===== src/rtl/mux_sel_rr_arbiter.sv =====
// Round-robin arbiter for the shared 8:1 single-bit mux.
// Eight requesters compete and one at a time gets the mux select and a one-hot grant.
// A grant lasts at most MAX_HOLD cycles. When that limit forces a release,
// preempt pulses for one cycle.
// Each release is followed by a TURN cycle and then the IDLE cycle in which the next
// arbitration happens, so a new winner is always picked from a settled pointer.
module mux_sel_rr_arbiter #(
    parameter int MAX_HOLD = 16,
    parameter int CNT_W    = 5
) (
    input  logic       clk,
    input  logic       reset,
    input  logic [7:0] req,
    input  logic       done,
    output logic [2:0] sel,
    output logic [7:0] grant,
    output logic       valid,
    output logic       preempt
);

    typedef enum logic [1:0] {
        IDLE = 2'd0,
        BUSY = 2'd1,
        TURN = 2'd2
    } state_t;

    // Count value on the last cycle a grant may be held.
    localparam logic [CNT_W-1:0] HOLD_LAST = CNT_W'(MAX_HOLD - 1);

    state_t           state_q, state_d;
    logic [2:0]       ptr_q, ptr_d;
    logic [CNT_W-1:0] cnt_q, cnt_d;
    logic [2:0]       sel_q, sel_d;
    logic [7:0]       grant_q, grant_d;
    logic             valid_q, valid_d;
    logic             preempt_q, preempt_d;

    logic             win_found;
    logic [2:0]       win_idx;
    logic [2:0]       cand;
    logic             timeout;
    logic             dropped;
    logic             release_now;

    // Rotating priority search: first requester at or after the pointer, wrapping mod 8.
    always_comb begin
        win_found = 1'b0;
        win_idx   = ptr_q;
        cand      = ptr_q;
        for (int k = 0; k < 8; k++) begin
            cand = ptr_q + 3'(k);
            if (!win_found && req[cand]) begin
                win_found = 1'b1;
                win_idx   = cand;
            end
        end
    end

    // Release causes while a grant is active; timeout alone is what makes a preemption.
    always_comb begin
        timeout     = (cnt_q == HOLD_LAST);
        dropped     = ~req[sel_q];
        release_now = done | dropped | timeout;
    end

    // Next-state and registered-output computation for the arbiter FSM.
    always_comb begin
        state_d   = state_q;
        ptr_d     = ptr_q;
        cnt_d     = cnt_q;
        sel_d     = sel_q;
        grant_d   = grant_q;
        valid_d   = valid_q;
        preempt_d = preempt_q;
        unique case (state_q)
            IDLE: begin
                if (win_found) begin
                    state_d = BUSY;
                    sel_d   = win_idx;
                    grant_d = 8'b1 << win_idx;
                    valid_d = 1'b1;
                    cnt_d   = '0;
                end
            end
            BUSY: begin
                if (release_now) begin
                    state_d   = TURN;
                    grant_d   = 8'h00;
                    valid_d   = 1'b0;
                    ptr_d     = sel_q + 3'd1;
                    preempt_d = timeout & ~done & ~dropped;
                end else begin
                    cnt_d = cnt_q + 1'b1;
                end
            end
            TURN: begin
                state_d   = IDLE;
                preempt_d = 1'b0;
                cnt_d     = '0;
            end
            default: begin
                state_d   = IDLE;
                grant_d   = 8'h00;
                valid_d   = 1'b0;
                preempt_d = 1'b0;
                cnt_d     = '0;
            end
        endcase
    end

    // All arbiter state and outputs are registered here, with a synchronous reset.
    always_ff @(posedge clk) begin
        if (reset) begin
            state_q   <= IDLE;
            ptr_q     <= 3'd0;
            cnt_q     <= '0;
            sel_q     <= 3'd0;
            grant_q   <= 8'h00;
            valid_q   <= 1'b0;
            preempt_q <= 1'b0;
        end else begin
            state_q   <= state_d;
            ptr_q     <= ptr_d;
            cnt_q     <= cnt_d;
            sel_q     <= sel_d;
            grant_q   <= grant_d;
            valid_q   <= valid_d;
            preempt_q <= preempt_d;
        end
    end

    assign sel     = sel_q;
    assign grant   = grant_q;
    assign valid   = valid_q;
    assign preempt = preempt_q;

endmodule


===== config.mk =====
export PLATFORM = sky130hd
export DESIGN_NAME = mux_sel_rr_arbiter
export DESIGN_NICKNAME = d
export VERILOG_FILES = /design/src/rtl/mux_sel_rr_arbiter.sv
export SDC_FILE = /design/constraint.sdc
export NUM_CORES = 1
export LEC_CHECK = 0
export CAP_MARGIN = 10
export CORE_ASPECT_RATIO = 0.8
export CORE_MARGIN = 3
export CORE_UTILIZATION = 60
export DETAILED_ROUTE_END_ITERATION = 12
export PLACE_DENSITY = 0.85
export SLEW_MARGIN = 10
export SYNTH_ARGS = -nofsm -noshare
export SYNTH_HDL_FRONTEND = slang
export SYNTH_SLANG_ARGS = --single-unit

===== constraint.sdc =====
create_clock -name clk -period 6.3 [get_ports clk]
set_input_delay 1.89 -clock clk [delete_from_list [all_inputs] [get_ports clk]]
set_output_delay 1.89 -clock clk [all_outputs]
set_load 0.1 [all_outputs]

==> metrics, run 1 <==
status finished, final reports clean; pre-CTS WS approximately 1.4 ns; Fill cells 200; detailed-route via count 1850; grt ovf 0; Leak Pwr between 0.8 and 0.9 nW; routed wire length approximately 5000 µm; Buffers & Inverters on Critical Path 1; slew margin rel. 0.340; Synthesis Warnings 0; DP Area 0.00214 mm²; Post-synth EDFFs 0; Vias/cell 6.93; post-CTS setup buffer count 0; die area 0.00397 mm²; post-route minimum period between 4 and 5 ns; top-count cell post-synth dfxtp_1; post-synth top area cell dfxtp_1; synth cell count leaders dfxtp_1 (23), nand2_1 (22), nor2_1 (18); Hold WS ~0.47 ns; Crit path largest cell delay around 0.6 ns; Overall Global Routing Usage 0.251; hold buffer count at cts 0; element type at the critical path start primary input; Yosys top cell area share 0.237; synth unique cells between 50 and 60; Avg Inst Size Synth 9.23 µm²; worst slew pin tran roughly 0.99 ns; cell family with most CP delay compound AO/OA/AOI/OAI gates; VDD IR max around 290 µV; final net count ~250; Detail Route Antenna Nets 0; main flop type after synthesis dfxtp_1; clock buffer depth 2; PwrDens ~360 mW/mm²; top post-synthesis cells by area dfxtp_1 (24%), mux4_1 (8.1%), mux2i_1 (7.2%), mux4_2 (5.8%), nand2_1 (4.2%); Yosys reg bits 23; crit-path max FO 9; Cell Area, Synth approximately 0.002 mm²; clk_lat worst skew between 0.2 and 0.3 ns; CTS Root Cell clkbuf_8; Post-Syn Nets approximately 230; Setup WS post-layout roughly 1.6 ns; # H-tree levels 1; DRC viols 0; RSZ-0062 raised after global routing no; Critical Path, Cell by Cell clkdlybuf4s50_1 -> mux2i_1 -> mux4_2 -> o32ai_1 -> o311ai_0 -> a221o_1 -> a32o_1; endpoint type of the worst setup path flop; setup violators final 0; vias in the first global route 1744; final cycle utilization of the critical path 0.751; initial antenna violation count 0; chip width 69.7 µm; port buffer count 23; critical path type primary input to flop; Critical path origin req[6]; CP required between 6 and 7 ns; count of final hold-check violations 0; Achievable Freq between 0.2 and 0.25 GHz; sequential area share after synthesis 0.237; reg2reg start ptr_q[0]; Core ar. ~0.003 mm²; area grow syn2layout 12.3%; Pre-antenna DRT Iters 5; FP Rows 17; CTS tree done; share of flip-flops with an asynchronous set or reset 0; Starting Density 0.668; # IOs 24; WL/cell ~19 µm; Critical-path top delay cell mux4_2; post-route setup TNS 0 ns; first-pass GRT wire length roughly 8000 µm; clk slew on worst S/H paths 0.08 ns; design area between 0.002 and 0.0025 mm²; Initial DRC Count 271; HP Start grant[6]; gpl congestion 0.975; Post-CTS Resized 0; max-slew violation total from the final report 0; share of layout cells above drive strength 1 0.114; largest net degree at the start of global routing 16; WP data arrival around 4.9 ns; hold crit path type flop to flop; clk sinks 23; Diodes inserted 0; maxcap violations 0; die height 57.0 µm; Final Skew around 0.006 ns; CTS buffer count 3; hpwl dp between 3000 and 4000 µm; Syn Inst Count 211
## worst paths after layout
| kind | depth (start not counted) | end | slack, ns |
|---|---|---|---|
| worst max-delay path | 7 | grant[2] | 1.57 |
| worst min-delay path | 1 | grant[6] | 0.47 |
| worst max register to register | 8 | grant[2] | 2.04 |
| worst min register to register | 1 | grant[6] | 0.47 |
## final cells by class
cell class	instances	area, µm²	area share
multi-input combinational	168	1360	0.622
sequential	23	460	0.211
timing repair buffer	23	230	0.105
tap	38	47.5	0.0218
clock buffer	3	41.3	0.0189
inverter	11	41.3	0.0189
clock inverter	1	5.00	0.00229
## per-stage QoR
step | power, W | utilization | instances
after floorplan | 0.000591 | - | 211
after global placement | 0.000666 | 0.734 | 263
after detailed placement | 0.000679 | 0.734 | 263
after CTS | 0.000770 | 0.750 | 267
after global routing | 0.000816 | 0.750 | 267
final | 0.000780 | 0.750 | 267
## per-layer routing
layer	part of all wire	wire [µm]	vias to the layer above	track usage
met5	0	0	-	0
met4	0.0053	27	0	0.0656
met3	0.084	425	6	0.0687
met2	0.47	2380	117	0.418
met1	0.44	2210	872	0.326
li1	-	-	855	-
## cells by family after synthesis
group           after synthesis  synth area share
simple gates                 79             0.203
compound gates               52             0.215
mux                          27             0.222
flops                        23             0.237
buf+inv                      20            0.0649
xor+xnor                      5            0.0264
fa+ha+maj                     5            0.0321
## where the power goes
part           total (W)  internal (W)  switching [W]
registers       0.000203      0.000166      0.0000365
logic           0.000485      0.000166       0.000319
clock network  0.0000918     0.0000442      0.0000476
total           0.000780      0.000377       0.000403
## cells in the final DEF (no fill, tap or decap), types with 6 or more instances in the layout
cell	Yosys	layout
dfxtp_1	23	23
clkdlybuf4s50_1	0	23
nand2_1	22	22
nor2_1	18	18
mux2i_1	14	14
a21oi_1	12	12
inv_1	11	11
nand3_1	8	8
nand4_1	7	7
mux4_1	6	6
a32o_1	6	6
## sequential cells by signal (all words and copies together) (netlist names)
signal   flops
valid        1
ptr_q        3
preempt      1
cnt_q        5
state_q      2
grant        8
sel          3
Note: power is estimated with default switching activity, not from simulation.
==> run 2: changes to the inputs <==
CORE_UTILIZATION = 56   (was 60)
PLACE_DENSITY = 0.8   (was 0.85)
clock period = 4.46 ns   (was 6.3 ns; I/O delays follow)
==> run 2 against run 1 <==
  * Sequential share of layout area down 0.52 points
  * Wire length down 1.2%
  * Utilization is 4.9 points lower
  * Combinational power up 51%
==> metrics, run 2 (synthesized netlist as in run 1, its figures left out) <==
clock buffer depth 2; Core ar. between 0.003 and 0.004 mm²; clk_lat worst skew between 0.2 and 0.3 ns; port buffer count 23; crit-path max FO 10; CTS Root Cell clkbuf_8; # H-tree levels 1; final cycle utilization of the critical path 0.901; count of final hold-check violations 0; commonest non-fill, non-tap cells in the layout dfxtp_1 (23), clkdlybuf4s50_1 (23), nand2_1 (22), nor2_1 (18), mux2i_1 (14); R2R cell count 9; share of layout cells above drive strength 1 0.140; Achievable Freq between 0.2 and 0.25 GHz; post-route setup TNS 0 ns; CP required 4.66 ns; max reg flops 8; critical path type primary input to flop; Starting Density 0.609; worst slew pin tran 0.992 ns; Power, Total between 0.001 and 0.0015 W; VDD IR max about 400 µV; WL/cell 18.1 µm; status finished, final reports clean; grt ovf 0; hold crit path type flop to flop; DRC viols 0; routed wire length between 4000 and 5000 µm; Final Skew between 0.01 and 0.015 ns; Hold Path Depth 2; Overall Global Routing Usage 0.247; max-slew violation total from the final report 0; clk sinks 23; FP Rows 18; gpl congestion 0.932; Detail Route Antenna Nets 0; RSZ-0062 raised after global routing no; clk slew on worst S/H paths 0.08 ns; die height around 60 µm; Fill cells about 240; WP data arrival 4.22 ns; detailed-route via count roughly 1900; PwrDens between 500 and 600 mW/mm²; maxcap violations 0; Post-CTS Resized 0; post-CTS setup buffer count 0; die area 0.00422 mm²; CTS tree done; setup violators final 0; Diodes inserted 0; CTS buffer count 3; endpoint type of the worst setup path flop; hpwl dp between 3000 and 4000 µm; # IOs 24; Vias/cell around 6.7; vias in the first global route 1763; Leak Pwr about 0.84 nW; Pre-antenna DRT Iters 5; final net count ~250; hold buffer count at cts 0; element type at the critical path start primary input; slew margin rel. 0.337; post-route minimum period approximately 4 ns; largest net degree at the start of global routing 16; area grow syn2layout 15.1%; initial antenna violation count 0; Initial DRC Count 148; chip width between 70 and 80 µm; first-pass GRT wire length 8250 µm
-- run 2: changes by cell type in the layout (fill, tap and decap cells not counted) --
cell	delta
buf_4	+7
-- run 2: area by class of cell --
class | instances | area, µm² | share of cell area
tap | 40 | 50.0 | 0.0223
multi-input combinational | 168 | 1360 | 0.607
inverter | 11 | 41.3 | 0.0184
sequential | 23 | 460 | 0.205
timing repair buffer | 30 | 283 | 0.126
clock buffer | 3 | 41.3 | 0.0184
clock inverter | 1 | 5.00 | 0.00223
-- run 2: routing by layer --
layer  vias to the layer above  track usage  share of wire
met5                         -            0              0
met4                         0       0.0777          0.014
met3                        10       0.0546          0.081
met2                        96        0.390           0.45
met1                       878        0.340           0.46
li1                        868            -              -
-- run 2: metrics by stage --
stage	instance area [µm²]	util	setup slack [ns]	hold WS (ns)	instances
after floorplan	1950	-	0.979	0.432	211
after global placement	2190	0.686	0.306	0.439	272
after detailed placement	2190	0.686	0.220	0.454	272
after CTS	2240	0.701	0.495	0.465	276
after global routing	2240	0.701	0.320	0.499	276
final	2240	0.701	0.442	0.461	276
-- run 2: path summary, 6_finish.rpt --
path	start	end	slack, ns
max reg2reg	ptr_q[0]	grant[3]	0.86
min reg2reg	cnt_q[4]	cnt_q[4]	0.46
max	req[3]	cnt_q[2]	0.44
min	cnt_q[4]	cnt_q[4]	0.46
-- run 2: critical path: stages --
cell             delay (ns)
clkdlybuf4s50_1        0.48
mux4_1                 0.65
mux2_2                 0.34
nor2_1                 0.32
a31oi_1                0.21
a21oi_1                0.51
o21ai_0                0.19
a21oi_1                0.18
-- run 2: power by group --
part	total [W]	leakage, nW	internal, W	switching [W]
clock	0.000128	0.0255	0.0000624	0.0000660
combinational	0.000732	0.627	0.000257	0.000474
sequential	0.000269	0.187	0.000235	0.0000339
total	0.00113	0.840	0.000555	0.000574
==> run 3: changes to the inputs <==
MAX_ROUTING_LAYER = met4   (was not set)
==> run 3 against run 2 <==
  * Setup slack worse by 0.041 ns
  * Highest routed layer unchanged
  * Sequential cell count stayed put
  * Register-to-register slack better by 0.08 ns
==> metrics, run 3 (synthesized netlist as in run 1, its figures left out) <==
vias in the first global route between 1500 and 2000; fin util 0.698; Vias/cell approximately 6.6; share of layout cells above drive strength 1 0.136; Initial DRC Count 134; count of final hold-check violations 0; detailed-route via count between 1500 and 2000; endpoint type of the worst setup path flop; post-CTS setup buffer count 0; Achievable Freq roughly 0.25 GHz; largest net degree at the start of global routing 16; Core ar. 0.00320 mm²; Post-CTS Resized 0; clk_lat worst skew 0.26 ns; status finished, final reports clean; commonest non-fill, non-tap cells in the layout dfxtp_1 (23), clkdlybuf4s50_1 (23), nand2_1 (22), nor2_1 (18), mux2i_1 (14); final net count around 250; WL/cell approximately 17 µm; setup violators final 0; gpl congestion a little under 1; CP required 4.62 ns; Final Skew 0.00434 ns; worst slew pin tran approximately 1 ns; die area 0.00422 mm²; CTS buffer count 3; # H-tree levels 1; Storage cell area approximately 460 µm²; port buffer count 23; area grow syn2layout 14.7%; element type at the critical path start primary input; # IOs 24; DRC viols 0; slew margin rel. 0.345; CTS tree done; crit-path max FO 9; initial antenna violation count 0; routed wire length 4670 µm; Leak Pwr about 0.83 nW; reg2reg start ptr_q[0]; Pre-antenna DRT Iters 5; Multi-input gate area roughly 0.0014 mm²; die height 58.7 µm; max reg flops 8; first-pass GRT wire length about 8000 µm; max-slew violation total from the final report 0; R2R setup slack around 0.94 ns; hold crit path type flop to flop; clk sinks 23; CTS Root Cell clkbuf_8; RSZ-0062 raised after global routing no; chip width 71.9 µm; hpwl dp 3650 µm; grt ovf 0; clock buffer depth 2; Hold Path Depth 2; clk slew on worst S/H paths 0.08 ns; Setup WS post-layout roughly 0.4 ns; maxcap violations 0; final cycle utilization of the critical path 0.910; hold buffer count at cts 0; critical path type primary input to flop; WP data arrival around 4.2 ns; R2R cell count 9; FP Rows 18; post-route setup TNS 0 ns; Hold Crit Endpoint cnt_q[4]; Detail Route Antenna Nets 0; Overall Global Routing Usage 0.240; HP Start cnt_q[4]; Power, Total 0.00111 W; Fill cells 230; PwrDens 498 mW/mm²; Starting Density 0.609; post-route minimum period ~4.1 ns; R2R Path End cnt_q[3]; VDD IR max 314 µV; pre-CTS WS about 0.17 ns; Diodes inserted 0
-- run 3: critical path, cell delays in order --
cell and delay [ns]:
clkdlybuf4s50_1 0.56, mux2i_1 0.18, mux4_2 0.57, o32ai_1 0.51, o311ai_0 0.23, a221o_1 0.52, a32o_1 0.31
-- run 3: power by group --
part	internal, W	leakage (nW)	switching, W
clock	0.0000623	0.0255	0.0000659
combinational	0.000254	0.622	0.000461
sequential	0.000235	0.187	0.0000349
total	0.000551	0.835	0.000561
-- run 3: layout make-up --
type                       count  share of cell area
sequential                    23               0.206
multi-input combinational    168               0.609
tap                           40              0.0224
inverter                      11              0.0185
clock inverter                 1             0.00224
timing repair buffer          29               0.123
clock buffer                   3              0.0185
-- run 3: worst max path at each step --
stage,startpoint,to,cells past startpoint
after global routing,req[6],grant[7],7
after CTS,req[6],grant[7],7
final,req[6],grant[7],7
after global placement,req[3],grant[0],8
after detailed placement,req[6],grant[7],7
after floorplan,req[5],grant[3],7
-- run 3: routing by layer --
metal  part of all wire  global-route usage
met1               0.49               0.337
met5                  0                   -
met4             0.0094              0.0429
met3              0.061              0.0563
met2               0.44               0.359
-- run 3: metrics by stage --
stage | hold WS, ns | cells | area, µm²
3_5_place_dp | 0.454 | 271 | 2190
2_1_floorplan | 0.432 | 211 | 1950
4_1_cts | 0.466 | 275 | 2230
3_3_place_gp | 0.440 | 271 | 2190
5_1_grt | 0.486 | 275 | 2230
6_report | 0.462 | 275 | 2230
